[src/rtl/dcm_pkg.sv]
// dcm_pkg
// Shared definitions for the DC motor channel feedback front end.
//   POS_W            width of the position count
//   SPEED_W          width of the windowed speed measurement
//   FLAG_*_BIT       bit positions of the sticky flags in the SPI status byte
//   drive_mode_t     decoded {drive_left, drive_right} pair
//   pack_status()    packs the sticky flags into the SPI status byte layout
package dcm_pkg;

   localparam int POS_W   = 24;
   localparam int SPEED_W = 8;

   localparam int FLAG_FAULT_BIT   = 0;
   localparam int FLAG_OTW_BIT     = 1;
   localparam int FLAG_STALLED_BIT = 2;

   // Encoded as {drive_left, drive_right}; coast and brake both leave the
   // direction register alone.
   typedef enum logic [1:0] {
      DRIVE_COAST = 2'b00,
      DRIVE_RIGHT = 2'b01,
      DRIVE_LEFT  = 2'b10,
      DRIVE_BRAKE = 2'b11
   } drive_mode_t;

   // Builds the status byte the channel logic ships over SPI.
   function automatic logic [7:0] pack_status(input logic fault,
                                              input logic otw,
                                              input logic stalled);
      logic [7:0] status;
      status                   = '0;
      status[FLAG_FAULT_BIT]   = fault;
      status[FLAG_OTW_BIT]     = otw;
      status[FLAG_STALLED_BIT] = stalled;
      return status;
   endfunction

endpackage

[src/rtl/dcm_pulse_tracker_if.sv]
// dcm_pulse_tracker_if
// Host-side bundle between one channel's control logic and its tracker.
//   pos_load / pos_load_value   position preset strobe and value (master drives)
//   flag_clear                  sticky flag clear strobe (master drives)
//   position, speed, speed_valid, fault_flag, otw_flag, stalled
//                               measurement results (slave drives)
// master = channel control logic, slave = dcm_pulse_tracker.
interface dcm_pulse_tracker_if;
   import dcm_pkg::*;

   logic               pos_load;
   logic [POS_W-1:0]   pos_load_value;
   logic               flag_clear;
   logic [POS_W-1:0]   position;
   logic [SPEED_W-1:0] speed;
   logic               speed_valid;
   logic               fault_flag;
   logic               otw_flag;
   logic               stalled;

   modport master (
      output pos_load, pos_load_value, flag_clear,
      input  position, speed, speed_valid, fault_flag, otw_flag, stalled
   );

   modport slave (
      input  pos_load, pos_load_value, flag_clear,
      output position, speed, speed_valid, fault_flag, otw_flag, stalled
   );

endinterface

[src/rtl/dcm_sync_filter.sv]
// dcm_sync_filter
// Brings one asynchronous motor pin into the clk domain and removes glitches.
//   clk, reset   system clock, synchronous active-high reset
//   raw_in       asynchronous pin
//   filt_out     filtered level
//   rise         one-cycle strobe, registered alongside filt_out going high
// The filtered output only follows the synchronized level after that level
// has disagreed with it for FILTER_LEN consecutive cycles.
module dcm_sync_filter #(
   parameter int FILTER_LEN = 4
) (
   input  logic clk,
   input  logic reset,
   input  logic raw_in,
   output logic filt_out,
   output logic rise
);

   // The run counter reaches FILTER_LEN-1 on the cycle before the change is
   // accepted, so the accepting cycle itself is the FILTER_LEN-th disagreement.
   localparam logic [3:0] RUN_LAST = 4'(FILTER_LEN - 1);

   logic       sync_ff1;
   logic       sync_ff2;
   logic [3:0] run_cnt;

   // Two-flop synchronizer followed by the run-length filter. Any cycle where
   // the synchronized level agrees with the filtered one restarts the run, so
   // short glitches never accumulate. The rise strobe is registered together
   // with the filtered level so downstream logic sees a clean single pulse.
   always_ff @(posedge clk) begin
      if (reset) begin
         sync_ff1 <= 1'b0;
         sync_ff2 <= 1'b0;
         run_cnt  <= '0;
         filt_out <= 1'b0;
         rise     <= 1'b0;
      end else begin
         sync_ff1 <= raw_in;
         sync_ff2 <= sync_ff1;
         rise     <= 1'b0;
         if (sync_ff2 != filt_out) begin
            if (run_cnt == RUN_LAST) begin
               filt_out <= sync_ff2;
               rise     <= sync_ff2;
               run_cnt  <= '0;
            end else begin
               run_cnt <= run_cnt + 4'd1;
            end
         end else begin
            run_cnt <= '0;
         end
      end
   end

endmodule

[src/rtl/dcm_pulse_tracker.sv]
// dcm_pulse_tracker
// Per-channel motor feedback front end: position count, windowed speed and
// sticky status flags for one DC motor channel.
//   clk, reset                 system clock, synchronous active-high reset
//   motor_pulse                raw encoder/tach pin (asynchronous)
//   motor_fault, motor_otw     raw driver fault / over-temp warning pins
//   drive_left, drive_right    channel's current motor drive outputs
//   host (slave)               pos_load/pos_load_value/flag_clear in,
//                              position/speed/speed_valid/flags out
module dcm_pulse_tracker
   import dcm_pkg::*;
#(
   parameter int FILTER_LEN    = 4,
   parameter int WINDOW_CYCLES = 1000,
   parameter int STALL_WINDOWS = 4
) (
   input  logic                 clk,
   input  logic                 reset,
   input  logic                 motor_pulse,
   input  logic                 motor_fault,
   input  logic                 motor_otw,
   input  logic                 drive_left,
   input  logic                 drive_right,
   dcm_pulse_tracker_if.slave   host
);

   localparam int               WIN_W     = $clog2(WINDOW_CYCLES);
   localparam logic [WIN_W-1:0] WIN_LAST  = WIN_W'(WINDOW_CYCLES - 1);
   localparam logic [3:0]       STALL_MAX = 4'(STALL_WINDOWS);

   logic               pulse_filt;
   logic               pulse_rise;
   logic               fault_filt;
   logic               fault_rise;
   logic               otw_filt;
   logic               otw_rise;
   logic               unused_filter_outs;

   drive_mode_t        drive_mode;
   logic               dir_up;
   logic [POS_W-1:0]   position_q;

   logic [WIN_W-1:0]   win_cnt;
   logic [SPEED_W-1:0] pulse_cnt;
   logic [SPEED_W-1:0] pulse_cnt_inc;
   logic [SPEED_W-1:0] speed_q;
   logic               speed_valid_q;
   logic               window_end;

   logic [3:0]         zero_cnt;
   logic [3:0]         zero_cnt_next;
   logic               stall_set;

   logic               fault_flag_q;
   logic               otw_flag_q;
   logic               stalled_q;

   dcm_sync_filter #(.FILTER_LEN(FILTER_LEN)) u_pulse_filter (
      .clk      (clk),
      .reset    (reset),
      .raw_in   (motor_pulse),
      .filt_out (pulse_filt),
      .rise     (pulse_rise)
   );

   dcm_sync_filter #(.FILTER_LEN(FILTER_LEN)) u_fault_filter (
      .clk      (clk),
      .reset    (reset),
      .raw_in   (motor_fault),
      .filt_out (fault_filt),
      .rise     (fault_rise)
   );

   dcm_sync_filter #(.FILTER_LEN(FILTER_LEN)) u_otw_filter (
      .clk      (clk),
      .reset    (reset),
      .raw_in   (motor_otw),
      .filt_out (otw_filt),
      .rise     (otw_rise)
   );

   // Pulses only need the edge and the flags only need the level; the other
   // filter outputs are deliberately left unused.
   assign unused_filter_outs = &{1'b0, pulse_filt, fault_rise, otw_rise};

   assign drive_mode = drive_mode_t'({drive_left, drive_right});
   assign window_end = (win_cnt == WIN_LAST);

   // Next values for the window bookkeeping. The edge arriving in the
   // terminal cycle is folded into pulse_cnt_inc so it counts toward the
   // window that is closing. The zero-window run saturates at STALL_WINDOWS
   // so a long stall keeps re-asserting the set condition.
   always_comb begin
      pulse_cnt_inc = pulse_cnt;
      if (pulse_rise && (pulse_cnt != '1)) begin
         pulse_cnt_inc = pulse_cnt + SPEED_W'(1);
      end

      zero_cnt_next = '0;
      if ((pulse_cnt_inc == '0) && (drive_left ^ drive_right)) begin
         zero_cnt_next = (zero_cnt == STALL_MAX) ? zero_cnt : zero_cnt + 4'd1;
      end

      stall_set = window_end && (zero_cnt_next == STALL_MAX);
   end

   // Direction and position. A load in the same cycle as a pulse edge wins
   // and the edge is dropped from the position count. The step direction is
   // the registered dir_up, so a drive change only affects later edges.
   always_ff @(posedge clk) begin
      if (reset) begin
         dir_up     <= 1'b1;
         position_q <= '0;
      end else begin
         case (drive_mode)
            DRIVE_RIGHT: dir_up <= 1'b1;
            DRIVE_LEFT:  dir_up <= 1'b0;
            default:     dir_up <= dir_up;
         endcase

         if (host.pos_load) begin
            position_q <= host.pos_load_value;
         end else if (pulse_rise) begin
            position_q <= dir_up ? position_q + POS_W'(1)
                                 : position_q - POS_W'(1);
         end
      end
   end

   // Free-running speed window. At the terminal count the saturated pulse
   // count is published, speed_valid strobes for one cycle and the stall run
   // is updated from this window's result.
   always_ff @(posedge clk) begin
      if (reset) begin
         win_cnt       <= '0;
         pulse_cnt     <= '0;
         speed_q       <= '0;
         speed_valid_q <= 1'b0;
         zero_cnt      <= '0;
      end else begin
         if (window_end) begin
            win_cnt       <= '0;
            pulse_cnt     <= '0;
            speed_q       <= pulse_cnt_inc;
            speed_valid_q <= 1'b1;
            zero_cnt      <= zero_cnt_next;
         end else begin
            win_cnt       <= win_cnt + WIN_W'(1);
            pulse_cnt     <= pulse_cnt_inc;
            speed_valid_q <= 1'b0;
         end
      end
   end

   // Sticky flags: a set condition in the same cycle as flag_clear wins, so
   // a fault that is still present cannot be cleared away.
   always_ff @(posedge clk) begin
      if (reset) begin
         fault_flag_q <= 1'b0;
         otw_flag_q   <= 1'b0;
         stalled_q    <= 1'b0;
      end else begin
         fault_flag_q <= fault_filt | (fault_flag_q & ~host.flag_clear);
         otw_flag_q   <= otw_filt   | (otw_flag_q   & ~host.flag_clear);
         stalled_q    <= stall_set  | (stalled_q    & ~host.flag_clear);
      end
   end

   assign host.position    = position_q;
   assign host.speed       = speed_q;
   assign host.speed_valid = speed_valid_q;
   assign host.fault_flag  = fault_flag_q;
   assign host.otw_flag    = otw_flag_q;
   assign host.stalled     = stalled_q;

endmodule

[src/flat_wrapper.sv]
// flat-port wrapper written by rule: the top's interface ports become plain ports
module dcm_pulse_tracker_flat import dcm_pkg::*;
#(
   parameter int FILTER_LEN    = 4,
   parameter int WINDOW_CYCLES = 1000,
   parameter int STALL_WINDOWS = 4
)
  (clk, reset, motor_pulse, motor_fault, motor_otw, drive_left, drive_right, host_pos_load, host_pos_load_value, host_flag_clear, host_position, host_speed, host_speed_valid, host_fault_flag, host_otw_flag, host_stalled);
  dcm_pulse_tracker_if host_i ();
  input  logic clk;
  input  logic reset;
  input  logic motor_pulse;
  input  logic motor_fault;
  input  logic motor_otw;
  input  logic drive_left;
  input  logic drive_right;
  input wire logic [$bits(host_i.pos_load)-1:0] host_pos_load;
  input wire logic [$bits(host_i.pos_load_value)-1:0] host_pos_load_value;
  input wire logic [$bits(host_i.flag_clear)-1:0] host_flag_clear;
  output wire logic [$bits(host_i.position)-1:0] host_position;
  output wire logic [$bits(host_i.speed)-1:0] host_speed;
  output wire logic [$bits(host_i.speed_valid)-1:0] host_speed_valid;
  output wire logic [$bits(host_i.fault_flag)-1:0] host_fault_flag;
  output wire logic [$bits(host_i.otw_flag)-1:0] host_otw_flag;
  output wire logic [$bits(host_i.stalled)-1:0] host_stalled;
  assign host_i.pos_load = host_pos_load;
  assign host_i.pos_load_value = host_pos_load_value;
  assign host_i.flag_clear = host_flag_clear;
  assign host_position = host_i.position;
  assign host_speed = host_i.speed;
  assign host_speed_valid = host_i.speed_valid;
  assign host_fault_flag = host_i.fault_flag;
  assign host_otw_flag = host_i.otw_flag;
  assign host_stalled = host_i.stalled;
  dcm_pulse_tracker #(.FILTER_LEN(FILTER_LEN), .WINDOW_CYCLES(WINDOW_CYCLES), .STALL_WINDOWS(STALL_WINDOWS)) u_core (.clk(clk), .reset(reset), .motor_pulse(motor_pulse), .motor_fault(motor_fault), .motor_otw(motor_otw), .drive_left(drive_left), .drive_right(drive_right), .host(host_i));
endmodule
[config.mk]
export PLATFORM = sky130hd
export DESIGN_NAME = dcm_pulse_tracker_flat
export DESIGN_NICKNAME = d
export VERILOG_FILES = /design/src/rtl/dcm_pkg.sv /design/src/rtl/dcm_pulse_tracker_if.sv /design/src/rtl/dcm_sync_filter.sv /design/src/rtl/dcm_pulse_tracker.sv /design/src/flat_wrapper.sv
export SDC_FILE = /design/constraint.sdc
export NUM_CORES = 1
export LEC_CHECK = 0
export BUFFER_PORTS_ARGS = -buffer_cell sky130_fd_sc_hd__buf_4
export CORE_MARGIN = 3
export CORE_UTILIZATION = 30
export DETAILED_ROUTE_END_ITERATION = 10
export PLACE_DENSITY = 0.46
export SLEW_MARGIN = 20
export SYNTH_ARGS = -nofsm -noshare
export SYNTH_HDL_FRONTEND = slang
export SYNTH_SLANG_ARGS = --single-unit
[constraint.sdc]
create_clock -name clk -period 6.3 [get_ports clk]
set_input_delay 0.315 -clock clk [delete_from_list [all_inputs] [get_ports clk]]
set_output_delay 0.315 -clock clk [all_outputs]
set_load 0.02 [all_outputs]
**Word level (Yosys, flattened, before mapping)**

Index checks and enable logic that the tools add are counted.

- Add/subtract/negate cells: 8
- Equal/unequal tests: 12
- Bitwise gates (word level): 12
- Mux-type cells: 8
- Reduce and logical (&&, ||, !) cells: 14

Operators with widths:

| operator | number |
|---|---|
| two-way mux 24 bit | 3 |
| adder 24 x 1 -> 24 bit, second input constant | 1 |
| subtractor 24 x 1 -> 24 bit, second input constant | 1 |
| adder 4 x 1 -> 4 bit, second input constant | 4 |
| == test 4 x 2 -> 1 bit, second input constant | 3 |
| OR reduction 3 bit | 4 |
| adder 10 x 1 -> 10 bit, second input constant | 1 |
| == test 10 bit, second input constant | 1 |
| adder 8 x 1 -> 8 bit, second input constant | 1 |
| == test 4 x 3 -> 1 bit, second input constant | 2 |
| logical NOT 8 bit | 1 |
| two-way mux 4 bit | 2 |
| two-way mux 8 bit | 1 |
| != test 8 bit, second input constant | 1 |
| AND reduction 2 bit | 3 |
| NOT 1 bit | 5 |
| nonzero test 2 bit | 2 |
| AND 1 bit | 3 |
| logical AND 1 bit | 3 |
| != test 1 bit | 3 |
| bitwise OR 1 bit | 3 |
| == test 2 x 1 -> 1 bit, second input constant | 1 |
| == test 2 bit, second input constant | 1 |
| one-hot mux 1 bit (2 select lines) | 1 |
| 3 further kinds | 3 |

- Bits of input ports: 33
- Output and inout port bits: 36
- Register bits: 81
- Logic and storage cells: 77

**Longest topological paths before layout**

Gate-level depths: netlist of the first run.

- Depth after elaboration: 9
- Depth in mapped cells: 10
- Mapped depth without buffers: 9

**By module**

From an unflattened synthesis of the first run, not the netlist that was laid out.

- Cell total of the unflattened synthesis: 565
- Area, all modules: 4769.6 um^2

Modules (own cells, without submodules):

| module | area each (um^2) | seq. area each (um^2) | times used | cells an instance |
|---|---|---|---|---|
| dcm_pulse_tracker | 3917.5 | 1181.1 | 1 | 487 |
| dcm_sync_filter | 284.0 | 160.2 | 3 | 26 |

**Worst setup path before layout of the first run**

Ideal clock, no wire load.

- Path kind: flip-flop to flip-flop
- Start: reg u_core.dir_up
- End: reg u_core.position_q[20], in the netlist u_core.host.position[20]
- Arrival: 2596 ps
- Required time: 6214 ps
- Cell stages (with the launch flop): 10
- Setup slack: 3619 ps
- Cell sequence: dfxtp_1 > inv_1 > ha_1 > a21o_1 > o2bb2ai_1 > o31a_1 > a21boi_0 > o32ai_1 > xnor2_1 > a211oi_1

- Longest elaborated chain between the ends: 3

Ends and longest elaborated chain:

| what | line | text |
|---|---|---|
| start: declaration | dcm_pulse_tracker.sv:40 | `logic dir_up;` |
| start signal: assignment | dcm_pulse_tracker.sv:118 | `default: dir_up <= dir_up;` |
| two-way mux 24 bit | dcm_pulse_tracker.sv:124 | `position_q <= dir_up ? position_q + POS_W'(1)` |
| two-way mux 24 bit | dcm_pulse_tracker.sv:123 | `end else if (pulse_rise) begin` |
| two-way mux 24 bit | dcm_pulse_tracker.sv:121 | `if (host.pos_load) begin` |
| end signal: assignment | dcm_pulse_tracker.sv:122 | `position_q <= host.pos_load_value;` |
| end signal: assignment | dcm_pulse_tracker.sv:124 |  |
| end: declaration | dcm_pulse_tracker.sv:41 | `logic [POS_W-1:0] position_q;` |

Every way passes these cells. The select of a mux whose other input is x is not followed.
A chain may end at the register's enable or synchronous reset.

**Worst setup path in the final report of the first run**

Ends and elaborated chain as after synthesis.

==> impl_metrics.yaml, run 1 <==
status:
  status: "finished clean"
timing:
  maxSlewHeadroom_pct: 48.61
  finalSetupViolCount: 0
  rsz0062_at_grt: "no"
  fmax_mhz: 351.6
  tns_ps: 0
  slew_viol_final: 0
  final.period_utilization_pct: 45.14
  final_hold_viol_count: 0
  skew_ps: 4.838
  fin_ws_ps: 3456
  worst_pin_slew_ps: 764.5
  finalCriticalPeriod_ps: 2844
clocking:
  cts_setup_buffers: 0
  cts_sinks: 81
  cts_inserted_buffers: 9
  cts-root-buf: "clkbuf_16"
  clockBufferDepth: 2
  path_clk_slew_ps: 60
  clock_latency_ps: 350
  cts_tree: "built"
  h-tree-depth: 3
  cts_resized: 0
  cts_hold_buf: 0
worst_setup_path:
  cp-end-kind: "flop"
  arrival_ps: 3100
  worstRegToRegCells: 9
  cp.required_ps: 6560
  crit_path_max_fanout: 11
  worstSetupPathType: "flop to flop"
  setup.worst_path.start_class: "flop"
pwr:
  ir_worst_vdd_uv: 155.6
  power.leakage_uw: 0.002165
  power_density_nw_per_um2: 223.5
  p_total_uw: 1228
final_layout:
  drive_above_1_share_pct: 15.24
  fin_cells: 801
  synthToLayoutAreaGrowth_pct: 21.09
  antennaDiodeCount: 0
  layout.nets: 676
  utilization_pct: 37.53
synth:
  synthFlopType: "dfxtp_1"
  synth_edf_count: 0
  syn_inst: 558
  syn_avg_cell_area_sq_um: 8.135
  syn_nets: 622
  seq_area_frac_synth_pct: 35.72
  ys_types: 57
  synth_warnings: 0
  synth_top_cells_by_area: "dfxtp_1 (36%), ha_1 (8.3%), nor2_1 (7.3%)"
  yosysTopAreaCell: "dfxtp_1"
  async_reset_ff_share_pct: 0
  synth_seq_cells: 81
  synth.top_cell.area_share_pct: 35.72
  synth_area_sq_um: 4539
placement:
  finalWeightedCongestion: 0.8527
  place_hpwl_um: 8323
  numPortBuffers: 68
  dp_cells: 785
  pre_cts_slack_ps: 3414
die:
  start_util_pct: 31.00
  std_cell_rows: 44
  core_area_sq_um: 14640
  ioPinCount: 69
  die_w_um: 129.0
  die-area_sq_um: 16640
  die_y_um: 129.0
global_routing:
  grt_use_total_pct: 14.25
  grt_pass1_wl_um: 19090
  antenna_found_initial: 0
  grt_max_degree: 57
  grt_pass1_vias: 3989
  grt.overflow.total: 0
routing:
  wl_per_cell_um: 14.08
  drt_drc_violations_left: 0
  ant_nets: 0
  num_vias: 4012
  viasPerCell: 5.009
  wl_um: 11280
  drtPass1Iterations: 4
  drt_iter0_drc: 226
hold_path:
  hold_path.class: "input pin to flop"
  hold_path_depth: 2
job:
  drv_cap: 0
## cells by family after synthesis
logic type / after synthesis / synth area share, %
AND/OR/NAND/NOR: 202 / 20.98
AO/OA/AOI/OAI: 138 / 19.74
flip-flops: 81 / 35.72
buffers and inverters: 54 / 4.548
XOR/XNOR: 42 / 8.104
adder cells (fa/ha/maj): 31 / 8.710
multiplexers: 10 / 2.205
## per-stage QoR
step	cell area [sq um]	hold slack (ps)
after global placement	5190	418.9
after CTS	5497	161.0
after floorplan	4539	413.0
final	5497	174.7
after detailed placement	5190	427.4
after global routing	5497	176.1
## Yosys cell counts, types with 3 or more instances
cell / n
and2_1: 3
a21oi_1: 52
a221oi_1: 9
nor2_1: 88
mux2i_1: 10
nand2b_1: 3
o22ai_1: 4
nand4_1: 8
a21o_1: 4
a31oi_1: 3
xor2_1: 13
nor3b_1: 9
o21ai_0: 21
buf_2: 3
nor2b_1: 8
a211oi_1: 14
o31ai_1: 4
clkbuf_1: 23
xnor2_1: 29
and3_1: 3
nand3_1: 18
dfxtp_1: 81
or3_1: 5
inv_1: 27
ha_1: 30
o21ai_1: 3
nor3_1: 5
nand2_1: 41
## worst max-delay path, stage by stage (launching register included)
cell and delay, ps:
dfxtp_1 340, inv_1 190, fa_1 460, a21o_1 200, o2bb2ai_1 150, o31a_1 310
a21boi_0 480, o32ai_1 200, xnor2_1 160, a211oi_1 250
## report_power, final
group          internal, uW  leakage, uW  switching, uW
combinational          65.8      0.00136           84.2
clock                   321     0.000146            220
sequential              526     0.000660           12.1
total                   912      0.00216            316
## sequential cells by signal, summed over array words and instances, names as in the netlist
name                            cells
u_core.pulse_cnt                    8
u_core.host.speed_valid             1
u_core.u_fault_filter.filt_out      1
u_core.host.speed                   8
u_core.u_otw_filter.filt_out        1
u_core.u_pulse_filter.filt_out      1
u_core.win_cnt                     10
u_core.u_otw_filter.sync_ff2        1
u_core.u_fault_filter.sync_ff2      1
u_core.u_pulse_filter.sync_ff1      1
u_core.u_otw_filter.sync_ff1        1
u_core.u_pulse_filter.rise          1
u_core.u_fault_filter.run_cnt       4
u_core.u_fault_filter.sync_ff1      1
u_core.host.fault_flag              1
u_core.u_pulse_filter.sync_ff2      1
u_core.zero_cnt                     4
u_core.host.position               24
u_core.dir_up                       1
u_core.u_pulse_filter.run_cnt       4
u_core.host.stalled                 1
u_core.host.otw_flag                1
u_core.u_otw_filter.run_cnt         4
## layer usage
metal	wire, um	global-route usage [%]
met3	611	4.328
met1	5129	17.45
met5	0	0
met2	5329	23.96
met4	211	4.632
## area by class of cell
type / count / area (sq um)
Inverter: 27 / 101.3
Clock buffer: 11 / 242.7
Fill cell: 1531 / 9148
Clock inverter: 5 / 63.81
Multi-Input combinational cell: 423 / 2711
Tap cell: 184 / 230.2
Sequential cell: 81 / 1622
Timing Repair Buffer: 70 / 525.5
## path summary, 6_finish.rpt
kind                                     start  slack [ps]                           end
hold / removal                       motor_otw         170  u_core.u_otw_filter.sync_ff1
setup reg to reg                 u_core.dir_up        3460      u_core.host.position[20]
setup / recovery                 u_core.dir_up        3460      u_core.host.position[20]
hold reg to reg   u_core.u_otw_filter.sync_ff1         440  u_core.u_otw_filter.sync_ff2
## layout by cell type (no fill, tap or decap), types with 3 or more instances in the layout
cell type	instances
a31oi_1	3
nor3b_1	9
a21oi_1	52
and2_1	3
nand2b_1	3
nor2b_1	8
clkbuf_16	9
nor2_1	88
xor2_1	13
o31ai_1	4
and3_1	3
nor3_1	5
nand4_1	8
a21o_1	4
nand2_1	41
o21ai_0	21
o21ai_1	3
ha_1	30
o22ai_1	4
inv_1	27
mux2i_1	10
xnor2_1	29
buf_4	70
a221oi_1	9
or3_1	5
dfxtp_1	81
a211oi_1	14
nand3_1	18
No activity file was read; power rests on OpenSTA's default activity.
==> run 2, diff against run 1 <==
--- a/config.mk
+++ b/config.mk
@@ -5,11 +5,12 @@
 export SDC_FILE = /design/constraint.sdc
 export NUM_CORES = 1
 export LEC_CHECK = 0
+export ABC_AREA = 1
 export BUFFER_PORTS_ARGS = -buffer_cell sky130_fd_sc_hd__buf_4
 export CORE_MARGIN = 3
 export CORE_UTILIZATION = 30
 export DETAILED_ROUTE_END_ITERATION = 10
-export PLACE_DENSITY = 0.46
+export PLACE_DENSITY = 0.45
 export SLEW_MARGIN = 20
 export SYNTH_ARGS = -nofsm -noshare
 export SYNTH_HDL_FRONTEND = slang
==> constraint.sdc (replaced) <==
create_clock -name clk -period 2.85 [get_ports clk]
set_input_delay 0.1425 -clock clk [delete_from_list [all_inputs] [get_ports clk]]
set_output_delay 0.1425 -clock clk [all_outputs]
set_load 0.02 [all_outputs]
==> run 2 against run 1 <==
Sequential cell count stayed put. Worst setup slack worse by 3100 ps. Clock skew up 8.3 ps. Cell count increased by 31%. Highest routed layer unchanged. Largest cell class unchanged. Combinational power rose to 2.8 times the previous value. Design area grew 9.7%. Power up 130%. Via count increased by 21%.
==> impl_metrics.yaml, run 2 <==
status:
  status: "finished clean"
timing:
  finalCriticalPeriod_ps: 2479
  skew_ps: 13.19
  final.period_utilization_pct: 87.00
  maxSlewHeadroom_pct: 62.67
  tns_ps: 0
  final_hold_viol_count: 0
  timing.hold.ws_ps: 67.49
  worst_pin_slew_ps: 559.3
  finalSetupViolCount: 0
  rsz0062_at_grt: "no"
  slew_viol_final: 0
  fmax_mhz: 403.3
die:
  ioPinCount: 69
  die_y_um: 134.4
  std_cell_rows: 46
  core_area_sq_um: 16000
  start_util_pct: 30.92
  die_w_um: 134.4
  die-area_sq_um: 18070
synth:
  synthMuxAreaShare_pct: 0
  synth.top_cell.area_share_pct: 32.78
  syn_nets: 819
  synth_edf_count: 0
  synth_top_cells_by_area: "dfxtp_1 (33%), nand2_1 (16%), inv_1 (7.8%)"
  synth_seq_cells: 81
  synthTopCellsByCount: "nand2_1 (216), inv_1 (103), dfxtp_1 (81)"
  ys_types: 34
  async_reset_ff_share_pct: 0
  syn_avg_cell_area_sq_um: 6.553
  synthFlopType: "dfxtp_1"
  synth_top_family_by_area: "simple AND/OR/NAND/NOR gates"
  synth_warnings: 0
  synthXorXnorAreaFrac_pct: 1.947
  synth_most_common_cell: "nand2_1"
  seq_area_frac_synth_pct: 32.78
  synth_area_sq_um: 4947
  synthAdderAreaFrac_pct: 7.992
  yosysTopAreaCell: "dfxtp_1"
  syn_inst: 755
  synth_compound_area_share_pct: 12.14
  synth_simple_gate_area_share_pct: 35.33
final_layout:
  largest_register_ffs: 24
  most-common-layout-cells: "nand2_1 (216), inv_1 (102), dfxtp_1 (81)"
  fillCellCount: 1764
  synthToLayoutAreaGrowth_pct: 21.83
  utilization_pct: 37.67
  drive_above_1_share_pct: 14.99
  fin_cells: 1050
  layout.nets: 893
  antennaDiodeCount: 0
  mostFrequentLayoutCell: "nand2_1"
worst_setup_path:
  rr_startpoint: "u_core.dir_up"
  worstSetupPathType: "flop to flop"
  cp.required_ps: 3070
  crit_path_max_fanout: 10
  crit_path_start: "u_core.dir_up"
  reg2reg_slack_ps: 370
  critPathTopFamily: "simple AND/OR/NAND/NOR gates"
  worstRegToRegCells: 11
  arrival_ps: 2700
  rr_endpoint: "u_core.host.position[19]"
  cpPeakStageDelay_ps: 520
  cp-end-kind: "flop"
  path_depth: 11
  crit_buf_inv: 2
  setup.worst_path.start_class: "flop"
  crit_top_cell: "nand2_1"
  cp_slowest_cell: "dfxtp_1"
  crit_chain: "clkinvlp_4 -> ha_1 -> nand2_1 -> nor2_1 -> nand2_1 -> clkinv_1 -> nand4_1 -> nand3_1 -> nand2_1 -> nand3_1 -> a21oi_1"
clocking:
  cts_tree: "built"
  h-tree-depth: 3
  cts_inserted_buffers: 9
  clock_latency_ps: 350
  clockBufferDepth: 2
  cts-root-buf: "clkbuf_16"
  path_clk_slew_ps: 80
  cts_sinks: 81
global_routing:
  grt_pass1_wl_um: 22640
  grt_pass1_vias: 4542
  antenna_found_initial: 0
  grt_max_degree: 38
  grt.overflow.total: 0
  grt_use_total_pct: 15.62
hold_path:
  hold_path.class: "input pin to flop"
  hold_path_depth: 3
  whs_endpoint: "u_core.host.position[10]"
  min_from: "host_pos_load_value[10]"
routing:
  drt_drc_violations_left: 0
  drt_iter0_drc: 323
  wl_um: 13750
  num_vias: 4853
  wl_per_cell_um: 13.10
  viasPerCell: 4.622
  ant_nets: 0
  drtPass1Iterations: 5
pwr:
  power.leakage_uw: 0.002887
  ir_worst_vdd_uv: 292.4
  power_density_nw_per_um2: 458.8
placement:
  numPortBuffers: 68
  dp_cells: 1029
  finalWeightedCongestion: 0.9016
  place_hpwl_um: 10510
job:
  drv_cap: 0
-- run 2: area by class of cell --
type / instances / area (sq um) / area share [%]
inverters: 112 / 425.4 / 7.058
well taps: 216 / 270.3 / 4.484
repair inverters: 1 / 7.507 / 0.1246
repair buffers: 75 / 570.5 / 9.466
flip-flops and latches: 81 / 1622 / 26.90
multi-input cells: 549 / 2843 / 47.17
clock inverters: 7 / 63.81 / 1.059
clock buffers: 9 / 225.2 / 3.737
-- run 2: how the worst max path moves through the flow --
| stage | end | slack (ps) |
|---|---|---|
| final | u_core.host.position[19] | 370 |
| after global routing | u_core.host.position[17] | 140 |
| after CTS | u_core.host.position[16] | 190 |
| after detailed placement | u_core.host.position[16] | 240 |
| after global placement | u_core.host.position[16] | 220 |
| after floorplan | u_core.host.position[11] | 860 |
-- run 2: repair_timing --
item                                    4_1_cts  5_1_grt
endpoints found under the hold margin         3        0
endpoints found under the setup margin        0        3
gates resized for setup                       0        2
setup buffers                                 0        1
hold buffers                                  3        0
-- run 2: cell families (layout without fill, tap and decap cells) --
group / Yosys count / after routing
simple gates: 400 / 400
flops: 81 / 81
xor+xnor: 11 / 11
buf+inv: 125 / 204
compound gates: 107 / 107
fa+ha+maj: 31 / 31
-- run 2: per-stage QoR --
| stage | total power [uW] | instance area, sq um | worst slack, ps |
|---|---|---|---|
| 4_1_cts | 2793 | 6008 | 191.9 |
| 2_1_floorplan | 1475 | 4947 | 860.2 |
| 3_3_place_gp | 1616 | 5689 | 215.3 |
| 6_report | 2765 | 6027 | 370.5 |
| 3_5_place_dp | 1619 | 5689 | 236.1 |
| 5_1_grt | 2905 | 6027 | 135.3 |
-- run 2: metal layers --
layer  wire length [um]  track usage [%]
met1               6917            21.94
met2               6226            24.53
met3                421            2.326
met4                188            5.317
met5                  0                0
-- run 2: report_power, final --
part | internal (uW) | switching, uW
clock | 610 | 553
combinational | 163 | 251
sequential | 1160 | 28.8
total | 1930 | 832
-- run 2: tightest hold or removal path, delay by kind of cell --
family	cells	cell delay (ps)
compound gates	1	70
buf+inv	1	100
simple gates	1	50
==> run 3, diff against run 2 <==
--- a/config.mk
+++ b/config.mk
@@ -5,12 +5,13 @@
 export SDC_FILE = /design/constraint.sdc
 export NUM_CORES = 1
 export LEC_CHECK = 0
-export ABC_AREA = 1
+export ABC_AREA = 0
 export BUFFER_PORTS_ARGS = -buffer_cell sky130_fd_sc_hd__buf_4
+export CORE_ASPECT_RATIO = 0.5
 export CORE_MARGIN = 3
 export CORE_UTILIZATION = 30
 export DETAILED_ROUTE_END_ITERATION = 10
-export PLACE_DENSITY = 0.45
+export PLACE_DENSITY = 0.46
 export SLEW_MARGIN = 20
 export SYNTH_ARGS = -nofsm -noshare
 export SYNTH_HDL_FRONTEND = slang
==> run 3 against run 2 <==
Global-route usage is 2.2 points lower. Clock-buffer cell count stayed put. Combinational power is 17% lower. Maximum frequency is 7.9% lower. Critical path type unchanged. Largest power group unchanged. Clock skew is 4.0 ps lower. Sequential cell count stayed put.
==> impl_metrics.yaml, run 3 (synthesis results as in run 1) <==
status:
  status: "finished clean"
clocking:
  cts_tree: "built"
  path_clk_slew_ps: 70
  clock_latency_ps: 340
  clockBufferDepth: 2
  cts-root-buf: "clkbuf_16"
  cts_sinks: 81
  h-tree-depth: 3
  cts_inserted_buffers: 9
routing:
  viasPerCell: 4.846
  drtPass1Iterations: 4
  wl_per_cell_um: 13.39
  num_vias: 4003
  ant_nets: 0
  drt_drc_violations_left: 0
  wl_um: 11060
  drt_iter0_drc: 178
placement:
  place_hpwl_um: 8054
  numPortBuffers: 68
  finalWeightedCongestion: 0.8802
global_routing:
  grt_max_degree: 57
  grt.overflow.total: 0
  grt_pass1_wl_um: 18550
  grt_use_total_pct: 13.37
  antenna_found_initial: 0
  grt_pass1_vias: 3764
pwr:
  power.leakage_uw: 0.002211
  power_density_nw_per_um2: 478.3
  ir_worst_vdd_uv: 231.4
  p_total_uw: 2689
timing:
  tns_ps: 0
  final.period_utilization_pct: 94.50
  fmax_mhz: 371.3
  finalSetupViolCount: 0
  worst_pin_slew_ps: 826.9
  skew_ps: 9.155
  slew_viol_final: 0
  final_hold_viol_count: 0
  maxSlewHeadroom_pct: 44.42
  finalCriticalPeriod_ps: 2693
hold_path:
  hold_path.class: "input pin to flop"
final_layout:
  drive_above_1_share_pct: 17.20
  largest_register_ffs: 24
  synthToLayoutAreaGrowth_pct: 23.81
  regArea_sq_um: 1622
  multi_input_area_sq_um: 2729
  most-common-layout-cells: "nor2_1 (88), dfxtp_1 (81), buf_4 (78)"
  layout.nets: 687
  fillCellCount: 1535
  antennaDiodeCount: 0
  mostFrequentLayoutCell: "nor2_1"
die:
  ioPinCount: 69
  start_util_pct: 31.04
  die_w_um: 180.0
  die-area_sq_um: 16730
  core_area_sq_um: 14620
  std_cell_rows: 31
  die_y_um: 92.98
worst_setup_path:
  cp-end-kind: "flop"
  cp.required_ps: 3100
  setup.worst_path.start_class: "flop"
  arrival_ps: 2950
  worstSetupPathType: "flop to flop"
  crit_path_max_fanout: 11
  reg2reg_slack_ps: 160
job:
  drv_cap: 0
==> run 3: cell count changes in the layout (fill, tap and decap cells not counted), sizes merged, moves of 7 or more <==
cell    change
a221oi      +9
nor2b       +8
nand3b      -8
mux2i      +10
nor3b       +8
xnor2      +27
buf         +7
a22oi      -14
nand3      -30
nand2     -186
inv        -79
a211oi     +14
==> run 3: area by class of cell <==
type,count,area share [%]
sequential,81,28.85
timing repair buffer,81,11.13
inverter,27,1.870
tap,198,4.408
multi-input combinational,423,48.55
clock inverter,7,1.180
clock buffer,9,4.007
==> run 3: critical path, cell delays in order, from the launching register on <==
cell,delay [ps]
dfxtp_1,390
clkinvlp_4,130
buf_12,150
fa_1,400
a21o_1,190
o2bb2ai_1,150
o31a_1,320
a21boi_0,200
buf_4,170
o32ai_1,100
xnor2_1,160
a211oi_1,220
==> run 3: repair_timing <==
item	CTS	global route
gates resized for setup	0	5
hold endpoints to repair	2	0
hold buffers	2	0
setup endpoints to repair	0	4
buffers inserted	0	1
==> run 3: metal layers <==
layer | vias to the layer above | GRT usage, % | share of wire [%]
met1 | 1830 | 18.36 | 51
met2 | 60 | 21.10 | 44
met4 | 0 | 3.473 | 0.96
met3 | 10 | 3.380 | 3.7
met5 | - | 0 | 0
li1 | 2103 | - | -
==> run 3: power breakdown <==
part / switching, uW / internal, uW / leakage (uW)
clock network: 543 / 616 / 0.000138
logic: 187 / 155 / 0.00141
registers: 25.8 / 1160 / 0.000660
==> run 3: worst paths after layout <==
path	from	endpoint	depth (start not counted)
worst max register to register	u_core.dir_up	u_core.host.position[20]	11
worst min register to register	u_core.u_fault_filter.sync_ff1	u_core.u_fault_filter.sync_ff2	1
worst min-delay path	motor_pulse	u_core.u_pulse_filter.sync_ff1	2
worst max-delay path	u_core.dir_up	u_core.host.position[20]	11
==> run 3: through the flow <==
stage          cells  worst slack (ps)  cell area, sq um  utilization (%)  hold slack [ps]
2_1_floorplan    558             168.8              4539                -            270.7
3_3_place_gp     807             163.2              5268            36.02            360.2
3_5_place_dp     807             151.9              5268            36.02            360.3
4_1_cts          825             122.2              5579            38.15            15.81
5_1_grt          826            -7.116              5620            38.44            24.73
6_report         826             156.9              5620            38.44            26.20
